File: src/rtl/cmd_pkg.sv
// Shared definitions for the copter-side command responder: opcodes,
// default response bytes, frame timeout default and the FSM state type.
package cmd_pkg;

  localparam logic [7:0] REQ_BATT  = 8'h01;
  localparam logic [7:0] SET_PTCH  = 8'h02;
  localparam logic [7:0] SET_ROLL  = 8'h03;
  localparam logic [7:0] SET_YAW   = 8'h04;
  localparam logic [7:0] SET_THRST = 8'h05;
  localparam logic [7:0] CALIBRATE = 8'h06;
  localparam logic [7:0] EMER_LAND = 8'h07;
  localparam logic [7:0] MTRS_OFF  = 8'h08;

  localparam logic [7:0] ACK_DEF  = 8'hA5;
  localparam logic [7:0] NACK_DEF = 8'hEE;

  localparam int FRAME_TMO_DEF = 1_000_000;

  typedef enum logic [2:0] {
    RX0,
    RX1,
    RX2,
    DISPATCH,
    WAIT_BATT,
    WAIT_CAL,
    SEND,
    WAIT_SENT
  } cmd_state_e;

endpackage

File: src/rtl/cmd_frame_rx.sv
// Assembles opcode/data-high/data-low bytes into one frame and discards a
// partial frame after FRAME_TMO idle cycles. frm_rdy is combinational so the
// responder can enter DISPATCH on the edge that samples the third byte.
module cmd_frame_rx
  import cmd_pkg::*;
#(
  parameter int FRAME_TMO = FRAME_TMO_DEF
) (
  input  logic        clk,
  input  logic        rst,
  input  logic        rx_rdy,
  input  logic [7:0]  rx_byte,
  input  logic        busy,
  output logic        frm_rdy,
  output logic [7:0]  opcode,
  output logic [15:0] data
);

  localparam int TMO_W = $clog2(FRAME_TMO + 1);
  localparam logic [TMO_W-1:0] TMO_LAST = TMO_W'(FRAME_TMO - 1);
  localparam logic [TMO_W-1:0] TMO_ZERO = {TMO_W{1'b0}};

  cmd_state_e       state_r, state_s;
  logic [TMO_W-1:0] tmo_cnt_r, tmo_cnt_s;
  logic [7:0]       opcode_r, data_hi_r;
  logic             accept_s, tmo_s, frm_rdy_s;

  assign accept_s = rx_rdy & ~busy;
  assign tmo_s    = (tmo_cnt_r == TMO_LAST);

  // Byte-position sequencing; an accepted byte wins over timeout expiry.
  always_comb begin
    state_s   = state_r;
    frm_rdy_s = 1'b0;
    tmo_cnt_s = tmo_cnt_r + TMO_W'(1);
    case (state_r)
      RX0: begin
        tmo_cnt_s = TMO_ZERO;
        if (accept_s) state_s = RX1;
        else          state_s = RX0;
      end
      RX1: begin
        if (accept_s) begin
          state_s   = RX2;
          tmo_cnt_s = TMO_ZERO;
        end else if (tmo_s) begin
          state_s   = RX0;
          tmo_cnt_s = TMO_ZERO;
        end else begin
          state_s = RX1;
        end
      end
      RX2: begin
        if (accept_s) begin
          state_s   = RX0;
          frm_rdy_s = 1'b1;
          tmo_cnt_s = TMO_ZERO;
        end else if (tmo_s) begin
          state_s   = RX0;
          tmo_cnt_s = TMO_ZERO;
        end else begin
          state_s = RX2;
        end
      end
      default: begin
        state_s   = RX0;
        tmo_cnt_s = TMO_ZERO;
      end
    endcase
  end

  // State, timeout counter and captured header bytes.
  always_ff @(posedge clk) begin
    if (rst) begin
      state_r   <= RX0;
      tmo_cnt_r <= TMO_ZERO;
      opcode_r  <= 8'h00;
      data_hi_r <= 8'h00;
    end else begin
      state_r   <= state_s;
      tmo_cnt_r <= tmo_cnt_s;
      if (state_r == RX0 && accept_s) opcode_r  <= rx_byte;
      if (state_r == RX1 && accept_s) data_hi_r <= rx_byte;
    end
  end

  assign frm_rdy = frm_rdy_s;
  assign opcode  = opcode_r;
  assign data    = {data_hi_r, rx_byte};

endmodule

File: src/rtl/cmd_responder.sv
// Executes received command frames and returns one response byte per frame.
// Optional link-loss watchdog enabled by defining CMD_WDOG_EN.
module cmd_responder
  import cmd_pkg::*;
#(
  parameter logic [7:0] ACK_BYTE  = ACK_DEF,
  parameter logic [7:0] NACK_BYTE = NACK_DEF,
  parameter int         FRAME_TMO = FRAME_TMO_DEF
`ifdef CMD_WDOG_EN
  , parameter int       WDOG_CYCLES = 50_000_000
`endif
) (
  input  logic               clk,
  input  logic               rst,
  input  logic               rx_rdy,
  input  logic [7:0]         rx_byte,
  output logic [7:0]         resp,
  output logic               send_resp,
  input  logic               resp_sent,
  output logic               strt_cnv,
  input  logic               cnv_cmplt,
  input  logic [11:0]        batt,
  output logic               strt_cal,
  input  logic               cal_done,
  output logic signed [15:0] d_ptch,
  output logic signed [15:0] d_roll,
  output logic signed [15:0] d_yaw,
  output logic [8:0]         thrst,
  output logic               motors_off,
  output logic               wdog_trip
);

  cmd_state_e         state_r, state_s;
  logic               frm_rdy_s;
  logic [7:0]         frm_opcode_s, opcode_r, opcode_s;
  logic [15:0]        frm_data_s, data_r, data_s;
  logic [7:0]         resp_r, resp_s;
  logic               send_resp_r, send_resp_s;
  logic               strt_cnv_r, strt_cnv_s, strt_cal_r, strt_cal_s;
  logic signed [15:0] d_ptch_r, d_ptch_s, d_roll_r, d_roll_s, d_yaw_r, d_yaw_s;
  logic [8:0]         thrst_r, thrst_s;
  logic               motors_off_r, motors_off_s;
  logic               wdog_trip_r, wdog_trip_s;
  logic               batt_unused_s;

`ifdef CMD_WDOG_EN
  localparam int WDOG_W = $clog2(WDOG_CYCLES + 1);
  localparam logic [WDOG_W-1:0] WDOG_LAST = WDOG_W'(WDOG_CYCLES - 1);
  localparam logic [WDOG_W-1:0] WDOG_ZERO = {WDOG_W{1'b0}};
  logic [WDOG_W-1:0] wdog_cnt_r, wdog_cnt_s;
`endif

  // Only the upper 8 battery bits are reported back over the link.
  assign batt_unused_s = ^batt[3:0];

  cmd_frame_rx #(
    .FRAME_TMO (FRAME_TMO)
  ) u_frame_rx (
    .clk     (clk),
    .rst     (rst),
    .rx_rdy  (rx_rdy),
    .rx_byte (rx_byte),
    .busy    (state_r != RX0),
    .frm_rdy (frm_rdy_s),
    .opcode  (frm_opcode_s),
    .data    (frm_data_s)
  );

  // Next-state and next-register values for the command execution FSM.
  always_comb begin
    state_s      = state_r;
    opcode_s     = opcode_r;
    data_s       = data_r;
    resp_s       = resp_r;
    send_resp_s  = 1'b0;
    strt_cnv_s   = 1'b0;
    strt_cal_s   = 1'b0;
    d_ptch_s     = d_ptch_r;
    d_roll_s     = d_roll_r;
    d_yaw_s      = d_yaw_r;
    thrst_s      = thrst_r;
    motors_off_s = motors_off_r;
    wdog_trip_s  = 1'b0;
`ifdef CMD_WDOG_EN
    wdog_cnt_s   = wdog_cnt_r;
`endif
    case (state_r)
      RX0: begin
        if (frm_rdy_s) begin
          state_s  = DISPATCH;
          opcode_s = frm_opcode_s;
          data_s   = frm_data_s;
        end else begin
          state_s = RX0;
        end
      end
      DISPATCH: begin
        // Immediate-response opcodes skip SEND so send_resp lands with the write.
        state_s     = WAIT_SENT;
        send_resp_s = 1'b1;
        resp_s      = ACK_BYTE;
        case (opcode_r)
          REQ_BATT: begin
            state_s     = WAIT_BATT;
            send_resp_s = 1'b0;
            resp_s      = resp_r;
            strt_cnv_s  = 1'b1;
          end
          SET_PTCH:  d_ptch_s = data_r;
          SET_ROLL:  d_roll_s = data_r;
          SET_YAW:   d_yaw_s  = data_r;
          SET_THRST: begin
            thrst_s      = data_r[8:0];
            motors_off_s = 1'b0;
          end
          CALIBRATE: begin
            state_s      = WAIT_CAL;
            send_resp_s  = 1'b0;
            resp_s       = resp_r;
            strt_cal_s   = 1'b1;
            motors_off_s = 1'b1;
          end
          EMER_LAND: begin
            d_ptch_s = 16'sh0000;
            d_roll_s = 16'sh0000;
            d_yaw_s  = 16'sh0000;
            thrst_s  = 9'h000;
          end
          MTRS_OFF:  motors_off_s = 1'b1;
          default:   resp_s = NACK_BYTE;
        endcase
      end
      WAIT_BATT: begin
        if (cnv_cmplt) begin
          resp_s  = batt[11:4];
          state_s = SEND;
        end else begin
          state_s = WAIT_BATT;
        end
      end
      WAIT_CAL: begin
        if (cal_done) begin
          resp_s  = ACK_BYTE;
          state_s = SEND;
        end else begin
          state_s = WAIT_CAL;
        end
      end
      SEND: begin
        send_resp_s = 1'b1;
        state_s     = WAIT_SENT;
      end
      WAIT_SENT: begin
        if (resp_sent) state_s = RX0;
        else           state_s = WAIT_SENT;
      end
      default: state_s = RX0;
    endcase
`ifdef CMD_WDOG_EN
    // Trip only while idle or assembling; otherwise hold at the last count.
    if (state_r == DISPATCH) begin
      wdog_cnt_s = WDOG_ZERO;
    end else if (wdog_cnt_r == WDOG_LAST) begin
      if (state_r == RX0) begin
        wdog_trip_s = 1'b1;
        wdog_cnt_s  = WDOG_ZERO;
        d_ptch_s    = 16'sh0000;
        d_roll_s    = 16'sh0000;
        d_yaw_s     = 16'sh0000;
        thrst_s     = 9'h000;
      end else begin
        wdog_cnt_s = wdog_cnt_r;
      end
    end else begin
      wdog_cnt_s = wdog_cnt_r + WDOG_W'(1);
    end
`endif
  end

  // Register bank for FSM state, captured frame and all outputs.
  always_ff @(posedge clk) begin
    if (rst) begin
      state_r      <= RX0;
      opcode_r     <= 8'h00;
      data_r       <= 16'h0000;
      resp_r       <= 8'h00;
      send_resp_r  <= 1'b0;
      strt_cnv_r   <= 1'b0;
      strt_cal_r   <= 1'b0;
      d_ptch_r     <= 16'sh0000;
      d_roll_r     <= 16'sh0000;
      d_yaw_r      <= 16'sh0000;
      thrst_r      <= 9'h000;
      motors_off_r <= 1'b1;
      wdog_trip_r  <= 1'b0;
`ifdef CMD_WDOG_EN
      wdog_cnt_r   <= WDOG_ZERO;
`endif
    end else begin
      state_r      <= state_s;
      opcode_r     <= opcode_s;
      data_r       <= data_s;
      resp_r       <= resp_s;
      send_resp_r  <= send_resp_s;
      strt_cnv_r   <= strt_cnv_s;
      strt_cal_r   <= strt_cal_s;
      d_ptch_r     <= d_ptch_s;
      d_roll_r     <= d_roll_s;
      d_yaw_r      <= d_yaw_s;
      thrst_r      <= thrst_s;
      motors_off_r <= motors_off_s;
      wdog_trip_r  <= wdog_trip_s;
`ifdef CMD_WDOG_EN
      wdog_cnt_r   <= wdog_cnt_s;
`endif
    end
  end

  assign resp       = resp_r;
  assign send_resp  = send_resp_r;
  assign strt_cnv   = strt_cnv_r;
  assign strt_cal   = strt_cal_r;
  assign d_ptch     = d_ptch_r;
  assign d_roll     = d_roll_r;
  assign d_yaw      = d_yaw_r;
  assign thrst      = thrst_r;
  assign motors_off = motors_off_r;
  assign wdog_trip  = wdog_trip_r;

endmodule

File: config.mk
export PLATFORM = sky130hd
export DESIGN_NAME = cmd_responder
export DESIGN_NICKNAME = d
export VERILOG_FILES = /design/src/rtl/cmd_pkg.sv /design/src/rtl/cmd_frame_rx.sv /design/src/rtl/cmd_responder.sv
export SDC_FILE = /design/constraint.sdc
export NUM_CORES = 1
export LEC_CHECK = 0
export CAP_MARGIN = 10
export CORE_MARGIN = 5
export CORE_UTILIZATION = 52
export CTS_CLUSTER_DIAMETER = 30
export DETAILED_ROUTE_END_ITERATION = 16
export PLACE_DENSITY = 0.9
export SETUP_SLACK_MARGIN = 0.5
export SYNTH_ARGS = -nofsm -noshare
export SYNTH_HDL_FRONTEND = slang
export SYNTH_HIERARCHICAL = 1
export SYNTH_SLANG_ARGS = --single-unit
File: constraint.sdc
create_clock -name clk -period 3.49 [get_ports clk]
set_input_delay 0.698 -clock clk [delete_from_list [all_inputs] [get_ports clk]]
set_output_delay 0.698 -clock clk [all_outputs]
set_load 0.01 [all_outputs]
Word level (Yosys, flattened, before mapping)
Cells that the tools add are included.
{"block": "word_totals", "inputBits": 26, "register_bits": 135, "wordCells": 91, "output_inout_bits": 70}
{"block": "classes", "reduce_logical": 24, "bitwise": 4, "addsub": 1, "n_mux": 27, "eq_ne": 19}
{"op": "case mux 16 bit (2 select lines)", "n": 3}
{"op": "equality test 8 x 3 -> 1 bit, second input constant", "n": 4}
{"op": "case mux 8 bit (3 select lines)", "n": 1}
{"op": "adder 20 x 1 -> 20 bit, second input constant", "n": 1}
{"op": "equality test 20 bit, second input constant", "n": 1}
{"op": "case mux 3 bit (6 select lines)", "n": 1}
{"op": "case mux 9 bit (2 select lines)", "n": 1}
{"op": "equality test 8 x 2 -> 1 bit, second input constant", "n": 2}
{"op": "2-to-1 mux 8 bit", "n": 2}
{"op": "case mux 8 bit (2 select lines)", "n": 1}
{"op": "equality test 3 bit, second input constant", "n": 4}
{"op": "AND reduction 2 bit", "n": 6}
{"op": "nonzero test 2 bit", "n": 5}
{"op": "2-to-1 mux 3 bit", "n": 3}
{"op": "case mux 3 bit (3 select lines)", "n": 1}
{"op": "equality test 8 x 1 -> 1 bit, second input constant", "n": 1}
{"op": "equality test 8 x 4 -> 1 bit, second input constant", "n": 1}
{"op": "2-to-1 mux 2 bit", "n": 4}
{"op": "OR reduction 2 bit", "n": 4}
{"op": "2-to-1 mux 1 bit", "n": 7}
{"op": "equality test 3 x 2 -> 1 bit, second input constant", "n": 2}
{"op": "logical NOT 3 bit", "n": 2}
{"op": "inequality test 2 bit, second input constant", "n": 3}
{"op": "nonzero test 3 bit", "n": 2}
{"op": "9 further kinds", "n": 13}

Longest topological paths before layout
{"block": "depth", "word_depth": 7, "ltp_mapped": 12, "depth_no_buf": 8}

Cells and area by module
Netlist, hierarchy kept.
{"mod": "cmd_responder", "seq_area_each_um2": 1921.8, "cells_per_inst": 469, "n_inst": 1, "area_per_inst_um2": 3774.9}
{"mod": "cmd_frame_rx", "seq_area_each_um2": 760.7, "cells_per_inst": 202, "n_inst": 1, "area_per_inst_um2": 1704.1}

Worst setup path before layout
No wires, ideal clock.
{"block": "synth_timing", "kind": "register to register", "start": "register, netlist name state_r[0]", "end": "register data_r[10]", "slack_ns": 1.008, "stages_incl_launch_ff": 13, "arrival_ns": 2.412, "n_path_buf": 5, "t_required_ns": 3.420, "path_cell_list": "dfxtp_1 > clkbuf_1 > nor3_1 > inv_1 > nor2b_1 > clkbuf_1 > clkbuf_1 > and2_1 > and2_1 > clkbuf_1 > clkbuf_1 > nand2_1 > a21oi_1"}
{"item": "to (signal assigned)", "line_no": "cmd_responder.sv:202", "rtl": "data_r <= data_s;"}
{"item": "to (decl)", "line_no": "cmd_responder.sv:36", "rtl": "logic [15:0] frm_data_s, data_r, data_s;"}

==> impl_metrics.json <==
{
  "period_share": 0.750,
  "min_from": "u_frame_rx/opcode[2]$_SDFFE_PP0P_",
  "nFillCells": 768,
  "cp_slowest_cell": "and2_1",
  "port_buffers": 90,
  "grtUsageTotal": 0.221,
  "cp.arrival_ns": 3.06,
  "cp_common_cell": "and2_1",
  "avgSynthCellArea_um2": 8.17,
  "postCtsSetupRepairBufs": 0,
  "crit_path_end_kind": "flip-flop",
  "cp-startpoint": "state_r[0]$_SDFF_PP0_",
  "synth_fp_nets": 702,
  "cts_hold_buf": 0,
  "path_class": "reg2reg",
  "ys_ff_latch": 134,
  "setup_tns_ns": 0,
  "p_leak_nw": 2.23,
  "tightest_slew_ns": 1.05,
  "r2r_cells": 8,
  "slew_viol_final": 0,
  "place.gp.congestion": 0.873,
  "overflow": 0,
  "die_area_mm2": 0.0127,
  "cpPeakStageDelay_ns": 0.67,
  "synthDistinctLibCells": 50,
  "setup_viol": 0,
  "synth_edf_count": 0,
  "fin_skew_ns": 0.00902,
  "cts-resized-gates": 0,
  "required_ns": 3.94,
  "max-cap-violations": 0,
  "clock_sinks": 134,
  "initial_core_util": 0.531,
  "synth_area_mm2": 0.00548,
  "netlist_instances": 671,
  "rsz0062_at_grt": "no",
  "max_slew_margin": 0.297,
  "core_area_mm2": 0.0103,
  "async_flop_share": 0,
  "synth_ff_type": "dfxtp_1",
  "cts_tree": "built",
  "grt_pass1_vias": 4887,
  "numCtsBuffers": 17,
  "drt_wl_total_um": 14100,
  "power_density_mw_per_mm2": 483,
  "wl_per_cell_um": 16.1,
  "drc_errors": 0,
  "grt_max_degree": 63,
  "area_delta_synth_final_pct": 25.1,
  "status": "finished, final reports clean",
  "hold_violations": 0,
  "final_cell_area_mm2": 0.00686,
  "crit_chain": "nor3_1, inv_1, nor2b_1, buf_4, and2_1, and2_1, nand2_1, a21oi_1",
  "path_clk_slew_ns": 0.06,
  "die_x_um": 113,
  "cts_buffer_depth": 2,
  "place_area_mm2": 0.00631,
  "root_buffer": "clkbuf_8",
  "r2r_start": "state_r[0]$_SDFF_PP0_",
  "fmax_mhz": 382,
  "clk_latency_ns": 0.53,
  "hold_path_depth": 2,
  "vias": 5132,
  "first_pass_iters": 5,
  "final_nets": 760,
  "dp_hpwl_um": 9720,
  "rows": 37,
  "io_pins": 96,
  "initialDrtViolationCount": 571,
  "antenna_cells": 0,
  "antenna_found_initial": 0,
  "grt_pass1_wl_um": 23000,
  "viasPerCell": 5.85,
  "hp-class": "reg2reg",
  "path_max_fanout": 24,
  "ys_seq_area_frac": 0.490,
  "die_height_um": 113,
  "cts_max_level": 4,
  "vdd_drop_max_mv": 0.322,
  "fin_crit_ns": 2.62,
  "final_antenna_net_count": 0,
  "drive_gt1_frac": 0.0674,
  "synth_warnings": 6,
  "start_kind": "flip-flop"
}
==> kinds of logic (layout without fill, tap and decap cells) <==
kind of cell             after synthesis  in the layout  synth area share
buffers and inverters                 64            135            0.0566
AO/OA/AOI/OAI                        152            152             0.166
XOR/XNOR                              13             13            0.0208
adder cells (fa/ha/maj)                5              5            0.0114
AND/OR/NAND/NOR                      300            300             0.251
flip-flops                           134            134             0.490
other                                  1              1          0.000684
multiplexers                           2              2           0.00411
==> registers in the layout, summed over array words and instances (netlist names), 3 cells and up <==
| name | count |
|---|---|
| d_yaw | 16 |
| state_r | 3 |
| d_roll | 16 |
| resp | 8 |
| thrst | 9 |
| data_r | 16 |
| u_frame_rx/data_hi_r | 8 |
| u_frame_rx/opcode | 8 |
| d_ptch | 16 |
| u_frame_rx/tmo_cnt_r | 20 |
| opcode_r | 8 |
==> placed cells by master, fill, tap and decap left out, types with 3 or more instances in the layout <==
cell type / count
dfxtp_1: 134
nand2_1: 104
a21oi_1: 100
nor2_1: 95
clkdlybuf4s50_1: 89
nand3_1: 44
o31ai_1: 21
clkbuf_16: 16
nor3_1: 14
a22o_1: 10
inv_1: 9
xnor2_1: 8
o21ai_0: 7
inv_6: 6
or3_1: 5
buf_4: 5
xor2_1: 5
ha_1: 5
nor4_1: 4
clkinvlp_4: 4
nand4_1: 4
or4_1: 4
and2_1: 3
nand2b_1: 3
nor2b_1: 3
a211oi_1: 3
inv_8: 3
==> cells in the mapped netlist (3+ instances only) <==
cell,number,share of area
dfxtp_1,134,0.49
xnor2_1,8,0.013
nor2b_1,3,0.0034
clkbuf_1,33,0.023
nor2_1,95,0.065
nor4_1,4,0.0046
and2_1,3,0.0034
nand3_1,44,0.040
nand2b_1,3,0.0034
nand2_1,104,0.071
o31ai_1,21,0.029
o21ai_0,7,0.0064
or3_1,5,0.0057
ha_1,5,0.011
a22o_1,10,0.016
inv_1,9,0.0062
or4_1,4,0.0055
xor2_1,5,0.0080
nor3_1,14,0.013
buf_4,12,0.016
a211oi_1,3,0.0041
a21oi_1,100,0.091
nand4_1,4,0.0046
buf_2,8,0.0073
==> worst paths after layout <==
check	to	slack, ns
max	data_r[2]$_SDFFE_PP0P_	0.87
min	opcode_r[2]$_SDFFE_PP0P_	0.45
max reg2reg	data_r[2]$_SDFFE_PP0P_	0.87
min reg2reg	opcode_r[2]$_SDFFE_PP0P_	0.45
==> critical path, delay by kind of cell, from the launching register on <==
family / cells / cell delay (ns)
AOI/OAI and AO/OA: 1 / 0.17
buffers and inverters: 2 / 0.35
DFF: 1 / 0.44
and+or+nand+nor: 5 / 1.57
==> stage by stage <==
stage | hold WS, ns | power (mW) | utilization | setup slack (ns) | instances
after floorplan | 0.432 | 1.67 | - | 1.01 | 671
after global placement | 0.440 | 1.71 | 0.611 | 0.782 | 846
after detailed placement | 0.447 | 1.71 | 0.611 | 0.642 | 846
after CTS | 0.452 | 3.33 | 0.664 | 0.913 | 878
after global routing | 0.469 | 3.42 | 0.664 | 0.653 | 878
final | 0.452 | 3.31 | 0.664 | 0.874 | 878
==> metal layers <==
layer | track usage | vias up | wire (um)
met1 | 0.262 | 2424 | 5540
li1 | - | 2420 | -
met3 | 0.0518 | 35 | 1260
met2 | 0.382 | 253 | 6980
met4 | 0.0913 | 0 | 343
met5 | 0 | - | 0
==> power by group <==
| group | total [mW] | switching (mW) | internal [mW] |
|---|---|---|---|
| clock network | 1.63 | 0.727 | 0.901 |
| logic | 0.124 | 0.0793 | 0.0448 |
| registers | 1.56 | 0.0143 | 1.55 |
| total | 3.31 | 0.821 | 2.49 |
==> layout make-up <==
class / count / area (um2) / share of cell area
flip-flops and latches: 134 / 2680 / 0.391
multi-input cells: 473 / 2490 / 0.364
repair buffers: 94 / 928 / 0.135
clock buffers: 17 / 414 / 0.0604
well taps: 136 / 170 / 0.0248
clock inverters: 15 / 134 / 0.0195
inverters: 9 / 33.8 / 0.00493
No activity file was read; power rests on OpenSTA's default activity.
